===== src/rtl/multicycle_controller.sv =====
// rtl/multicycle_controller.sv - multi-cycle FETCH/DECODE/EXEC/MEM/IO/WB sequencer for the MIPS-subset core
//
// Purpose: drives the datapath write enables, the ALU function code and the UART go-flags for one
// instruction at a time. Supports multi-cycle mult/div, a MEM/IO wait timeout, an illegal-opcode
// halt and a retired-instruction counter.
//
// Ports:
//   clk        in   system clock
//   rst        in   synchronous, active-high reset
//   inst       in   instruction word from IMEM, sampled in DECODE
//   dmem_ready in   data memory completes the access this cycle
//   in_ready   in   UART RX byte available
//   out_ready  in   UART TX accepts a byte
//   ir_we      out  load instruction register (FETCH)
//   pc_we      out  commit next PC, one pulse at the end of each instruction
//   reg_we     out  register-file write
//   mem_re     out  data-memory read request (lw)
//   mem_we     out  data-memory write request (sw)
//   in_gof     out  UART input go flag (IN)
//   out_gof    out  UART output go flag (OUT)
//   alu_func   out  ALU operation code, funct-field encoding
//   opetype    out  00 R-type, 01 I-type, 10 J-type
//   halted     out  FSM is in HALT
//   err        out  00 none, 01 illegal opcode, 10 MEM/IO timeout
//   instret    out  instructions retired, wraps

module multicycle_controller #(
    parameter int ALU_FUNC_W  = 6,
    parameter int MD_LATENCY  = 4,
    parameter int MEM_TIMEOUT = 255,
    parameter int CNT_W       = 32
) (
    input  logic                  clk,
    input  logic                  rst,
    input  logic [31:0]           inst,
    input  logic                  dmem_ready,
    input  logic                  in_ready,
    input  logic                  out_ready,
    output logic                  ir_we,
    output logic                  pc_we,
    output logic                  reg_we,
    output logic                  mem_re,
    output logic                  mem_we,
    output logic                  in_gof,
    output logic                  out_gof,
    output logic [ALU_FUNC_W-1:0] alu_func,
    output logic [1:0]            opetype,
    output logic                  halted,
    output logic [1:0]            err,
    output logic [CNT_W-1:0]      instret
);

    // One shared counter serves the mult/div EXEC latency and the MEM/IO wait; both never overlap.
    localparam int MAX_WAIT = (MD_LATENCY > MEM_TIMEOUT) ? MD_LATENCY : MEM_TIMEOUT;
    localparam int WAIT_W   = (MAX_WAIT < 2) ? 1 : $clog2(MAX_WAIT + 1);
    localparam logic [WAIT_W-1:0] MD_LAST = WAIT_W'(MD_LATENCY - 1);
    localparam logic [WAIT_W-1:0] TO_LAST = WAIT_W'(MEM_TIMEOUT - 1);

    localparam logic [5:0] OP_R    = 6'b000000;
    localparam logic [5:0] OP_J    = 6'b000010;
    localparam logic [5:0] OP_BEQ  = 6'b000100;
    localparam logic [5:0] OP_BNE  = 6'b000101;
    localparam logic [5:0] OP_ADDI = 6'b001000;
    localparam logic [5:0] OP_SLTI = 6'b001010;
    localparam logic [5:0] OP_ANDI = 6'b001100;
    localparam logic [5:0] OP_ORI  = 6'b001101;
    localparam logic [5:0] OP_IN   = 6'b011010;
    localparam logic [5:0] OP_OUT  = 6'b011011;
    localparam logic [5:0] OP_LW   = 6'b100011;
    localparam logic [5:0] OP_SW   = 6'b101011;
    localparam logic [5:0] FN_MULT = 6'b011000;
    localparam logic [5:0] FN_DIV  = 6'b011010;

    typedef enum logic [2:0] {
        S_FETCH  = 3'd0,
        S_DECODE = 3'd1,
        S_EXEC   = 3'd2,
        S_MEM    = 3'd3,
        S_IO     = 3'd4,
        S_WB     = 3'd5,
        S_HALT   = 3'd6
    } state_t;

    state_t                  r_state;
    state_t                  w_next;
    logic [5:0]              r_op;
    logic [5:0]              r_funct;
    logic [WAIT_W-1:0]       r_cnt;
    logic [1:0]              r_err;
    logic [CNT_W-1:0]        r_instret;

    logic [5:0]              w_op;
    logic [5:0]              w_funct;
    logic [ALU_FUNC_W-1:0]   w_alu_func;
    logic [1:0]              w_opetype;
    logic                    w_illegal;
    logic                    w_is_lw;
    logic                    w_is_sw;
    logic                    w_is_in;
    logic                    w_is_out;
    logic                    w_is_flow;
    logic                    w_is_md;
    logic                    w_exec_done;
    logic                    w_timeout;
    logic                    w_unused_inst;

    assign w_unused_inst = ^inst[25:6];

    // In DECODE the live instruction word is decoded so the illegal check and alu_func are valid
    // that very cycle; afterwards the captured fields keep them stable until the instruction ends.
    assign w_op    = (r_state == S_DECODE) ? inst[31:26] : r_op;
    assign w_funct = (r_state == S_DECODE) ? inst[5:0]   : r_funct;

    always_comb begin
        w_alu_func = '0;
        w_illegal  = 1'b0;
        case (w_op)
            OP_R:                    w_alu_func = ALU_FUNC_W'(w_funct);
            OP_ADDI, OP_LW, OP_SW:   w_alu_func = ALU_FUNC_W'(6'b100000);
            OP_ANDI:                 w_alu_func = ALU_FUNC_W'(6'b100100);
            OP_ORI:                  w_alu_func = ALU_FUNC_W'(6'b100101);
            OP_SLTI:                 w_alu_func = ALU_FUNC_W'(6'b101010);
            OP_BEQ, OP_BNE:          w_alu_func = ALU_FUNC_W'(6'b100010);
            OP_J, OP_IN, OP_OUT:     w_alu_func = '0;
            default:                 w_illegal  = 1'b1;
        endcase
    end

    assign w_opetype = (w_op == OP_R) ? 2'b00 : ((w_op == OP_J) ? 2'b10 : 2'b01);
    assign w_is_lw   = (w_op == OP_LW);
    assign w_is_sw   = (w_op == OP_SW);
    assign w_is_in   = (w_op == OP_IN);
    assign w_is_out  = (w_op == OP_OUT);
    assign w_is_flow = (w_op == OP_BEQ) || (w_op == OP_BNE) || (w_op == OP_J);
    assign w_is_md   = (w_op == OP_R) && ((w_funct == FN_MULT) || (w_funct == FN_DIV));

    assign w_exec_done = !w_is_md || (r_cnt == MD_LAST);
    assign w_timeout   = (r_cnt == TO_LAST);

    always_comb begin
        w_next = r_state;
        case (r_state)
            S_FETCH:  w_next = S_DECODE;
            S_DECODE: w_next = w_illegal ? S_HALT : S_EXEC;
            S_EXEC: begin
                if (w_exec_done) begin
                    if (w_is_lw || w_is_sw)       w_next = S_MEM;
                    else if (w_is_in || w_is_out) w_next = S_IO;
                    else if (w_is_flow)           w_next = S_FETCH;
                    else                          w_next = S_WB;
                end
            end
            S_MEM: begin
                // Ready on the final wait cycle still completes normally.
                if (dmem_ready)     w_next = w_is_lw ? S_WB : S_FETCH;
                else if (w_timeout) w_next = S_HALT;
            end
            S_IO: begin
                if (w_is_in ? in_ready : out_ready) w_next = w_is_in ? S_WB : S_FETCH;
                else if (w_timeout)                 w_next = S_HALT;
            end
            S_WB:     w_next = S_FETCH;
            S_HALT:   w_next = S_HALT;
            default:  w_next = S_FETCH;
        endcase
    end

    // Output decode; everything is forced low while rst is asserted so an aborted
    // instruction cannot commit or write anything in the reset cycle.
    always_comb begin
        ir_we    = 1'b0;
        pc_we    = 1'b0;
        reg_we   = 1'b0;
        mem_re   = 1'b0;
        mem_we   = 1'b0;
        in_gof   = 1'b0;
        out_gof  = 1'b0;
        alu_func = '0;
        opetype  = 2'b00;
        if (!rst) begin
            case (r_state)
                S_FETCH:  ir_we = 1'b1;
                S_EXEC:   pc_we = w_exec_done && w_is_flow;
                S_MEM: begin
                    mem_re = w_is_lw;
                    mem_we = w_is_sw;
                    pc_we  = w_is_sw && dmem_ready;
                end
                S_IO: begin
                    in_gof  = w_is_in;
                    out_gof = w_is_out;
                    pc_we   = w_is_out && out_ready;
                end
                S_WB: begin
                    reg_we = 1'b1;
                    pc_we  = 1'b1;
                end
                default: ;
            endcase
            if ((r_state != S_FETCH) && (r_state != S_HALT)) begin
                alu_func = w_alu_func;
                opetype  = w_opetype;
            end
        end
    end

    always_ff @(posedge clk) begin
        if (rst) begin
            r_state   <= S_FETCH;
            r_op      <= '0;
            r_funct   <= '0;
            r_cnt     <= '0;
            r_err     <= 2'b00;
            r_instret <= '0;
        end else begin
            r_state <= w_next;
            if (r_state == S_DECODE) begin
                r_op    <= inst[31:26];
                r_funct <= inst[5:0];
            end
            // Counter restarts on every state change, so it always counts cycles spent in the current state.
            if (w_next != r_state)
                r_cnt <= '0;
            else if ((r_state == S_EXEC) || (r_state == S_MEM) || (r_state == S_IO))
                r_cnt <= r_cnt + 1'b1;
            if ((r_state == S_DECODE) && w_illegal)
                r_err <= 2'b01;
            else if (((r_state == S_MEM) || (r_state == S_IO)) && (w_next == S_HALT))
                r_err <= 2'b10;
            if (pc_we)
                r_instret <= r_instret + {{(CNT_W-1){1'b0}}, 1'b1};
        end
    end

    assign halted  = (r_state == S_HALT) && !rst;
    assign err     = r_err;
    assign instret = r_instret;

endmodule

===== config.mk =====
export PLATFORM = sky130hd
export DESIGN_NAME = multicycle_controller
export DESIGN_NICKNAME = d
export VERILOG_FILES = /design/src/rtl/multicycle_controller.sv
export SDC_FILE = /design/constraint.sdc
export NUM_CORES = 1
export LEC_CHECK = 0
export CORE_MARGIN = 3
export CORE_UTILIZATION = 49
export DETAILED_ROUTE_END_ITERATION = 12
export PLACE_DENSITY = 0.88
export SLEW_MARGIN = 20
export SYNTH_ARGS = -nofsm -noshare
export SYNTH_HDL_FRONTEND = slang
export SYNTH_SLANG_ARGS = --single-unit

===== constraint.sdc =====
create_clock -name clk -period 3.4 [get_ports clk]
set_clock_uncertainty 0.2 [all_clocks]
set_input_delay 0.34 -clock clk [delete_from_list [all_inputs] [get_ports clk]]
set_output_delay 0.34 -clock clk [all_outputs]
set_load 0.03 [all_outputs]

==> impl_metrics.tcl <==
set metrics [dict create \
    wl_per_cell_microns 16.41 \
    htreeDepth 3 \
    power_mw 2.041 \
    yosysWarnings 0 \
    die_h_microns 89.33 \
    utilization_pct 67.59 \
    drt-initial-drc-count 163 \
    critical_path.max_fanout 9 \
    crit_required_ns 2.86 \
    diodes 0 \
    async_flop_share_pct 0 \
    p_per_area_nw_per_um2 462.5 \
    seqPwrFrac_pct 36.9 \
    layout-drive-gt1-share_pct 12.21 \
    final_hold_viol_count 0 \
    r2r_start "r_op[3]" \
    slew_violations 0 \
    hp-start "rst" \
    gp_congestion 1.000 \
    drc 0 \
    clock_latency_ns 0.34 \
    startpoint_type "flop" \
    grt_pass1_vias 3473 \
    critPathMaxStageDelay_ns 0.69 \
    row_count 29 \
    crit_path_top_delay_cell "clkdlybuf4s50_1" \
    ant_nets 0 \
    syn_to_final_growth_pct 29.75 \
    drtPass1Iterations 5 \
    rr_worst_depth 8 \
    ys_seq_area_share_pct 33.54 \
    hold_end "r_funct[0]" \
    final.setup.tns_ns 0 \
    routed_wl_microns 9734 \
    synth-seq-cells 57 \
    syn_nets 481 \
    path_common_cell "buf_4" \
    initial_utilization_pct 52.09 \
    intPower_mw 1.331 \
    crit_chain "nor3b_4, buf_4, buf_4, nor4b_1, a31oi_1, nor2b_1, clkdlybuf4s50_1" \
    hold_path.class "in2reg" \
    hold_ws_ns 0.2365 \
    numCtsBuffers 9 \
    io_pins 87 \
    synth-edff-count 0 \
    ctsLongestPathBuffers 2 \
    clock_sinks 57 \
    p_sw_mw 0.7109 \
    ir_drop_uv 314.4 \
    yosysTopAreaCellShare_pct 33.54 \
    synth_cell_type_count 58 \
    endpoint_kind "output pin" \
    finalCriticalPeriod_ns 3.216 \
    path_delay_family "buffers and inverters" \
    final-setup-viol-count 0 \
    dieArea_sq_um 7979 \
    grt_usage_pct 25.15 \
    dieWidth_microns 89.33 \
    status "complete, no violations" \
    grt_pass1_wl_microns 15900 \
    path_class "reg2out" \
    critPathArrivalTime_ns 2.68 \
    overflow 0 \
    fin_ws_ns 0.1842 \
    reg2reg_to "instret[10]" \
    portBuffers 66 \
    synth_area_leaders "dfxtp_1 34%, xor2_1 7.0%, nor2_1 6.7%" \
    synth_area_sq_um 3402 \
    nets 551 \
    grt_max_degree 34 \
    num_vias 3581 \
    whs_path_depth 2 \
    antenna_found_initial 0 \
    root_buffer "clkbuf_8" \
    ctsHoldBuffers 0 \
    synth-main-ff-cell "dfxtp_1" \
    r2r_setup_slack_ns 0.39 \
    synthCells 441 \
    syn_area_per_cell_sq_um 7.714 \
    fin_crit_sh_pct 94.58 \
    final_common_cell "nor2_1" \
    fmax_mhz 311.0 \
    drt-vias-per-instance 6.039 \
    synth_top_cell_by_area "dfxtp_1" \
    dp_worst_setup_slack_ns 0.2398 \
    cts_tree "built" \
    cap_violations 0 \
    worstMarginPinSlew_ns 0.6293 \
    sw_frac_of_total_pct 34.82 \
    clkTransAtPathRegs_ns 0.07 \
    critPathBufInv 3 \
    most-common-layout-cells "61 x nor2_1, 58 x clkdlybuf4s50_1, 57 x dfxtp_1" \
    hpwl_microns 6950 \
    p_comb_share_pct 31.2 \
    power_leakage_nw 1.545 \
    coreArea_sq_um 6531 \
    pwr-share-clk_pct 31.9 \
    slew_headroom_pct 57.76 \
]
timing repair:
action,4_1_cts,5_1_grt
resized for setup,0,3
setup buffers,0,4
setup endpoints to repair,0,3
logic make-up after synthesis:
group | Yosys count | synth area share, %
AO/OA/AOI/OAI | 76 | 15.19
flip-flops | 57 | 33.54
multiplexers | 8 | 2.391
AND/OR/NAND/NOR | 223 | 34.24
XOR/XNOR | 34 | 8.753
adder cells (fa/ha/maj) | 3 | 1.103
buffers and inverters | 40 | 4.781
cells in the mapped netlist, drive strengths merged (5+ instances only):
library cell,n
nand2,29
clkbuf,22
nand3,17
nor4b,6
nor2,61
buf,7
xor2,27
or3,6
nor4,7
dfxtp,57
inv,11
nand4,29
nand2b,6
and3,5
xnor2,7
nor3,30
or2,5
a21oi,24
mux2i,7
nor2b,8
o21ai,16
flip-flops by register name, indices dropped and copies added (netlist names):
register  cells
instret      32
r_cnt         8
r_funct       6
r_op          6
r_state       3
err           2
per-layer routing:
layer	vias to the layer above	track usage, %	wire length [microns]
met2	160	42.67	4673
li1	1721	-	-
met4	0	7.713	220
met5	-	0	0
met1	1669	30.25	4093
met3	31	8.111	746
stage by stage:
step / cells / cell area (sq um)
after floorplan: 441 / 3402
after global placement: 573 / 4172
after detailed placement: 573 / 4172
after CTS: 589 / 4375
after global routing: 593 / 4414
final: 593 / 4414
worst max path at each step:
stage,to,start,cells past startpoint,slack (ns)
floorplan,alu_func[3],r_state[2],6,0.40
global placement,r_cnt[1],inst[26],8,0.29
detailed placement,r_cnt[3],inst[26],8,0.24
CTS,mem_we,r_state[0],5,0.03
global route,opetype[0],r_state[0],7,-0.006
finish,opetype[0],r_state[0],7,0.18
final cells by class:
cell class / count / area [sq um]
Inverter: 11 / 41.29
Tap cell: 77 / 96.34
Sequential cell: 57 / 1141
Clock inverter: 6 / 66.31
Multi-Input combinational cell: 344 / 2111
Clock buffer: 10 / 137.6
Timing Repair Buffer: 88 / 820.8
Fill cell: 584 / 2117
power by group through the flow:
stage / combinational, mW / sequential [mW] / clock [mW]
6_report: 0.638 / 0.753 / 0.651
5_1_grt: 0.686 / 0.757 / 0.691
4_1_cts: 0.603 / 0.749 / 0.660
3_5_place_dp: 0.596 / 0.764 / 0
3_3_place_gp: 0.586 / 0.760 / 0
2_1_floorplan: 0.424 / 0.743 / 0
(Power assumes the default switching activity.)
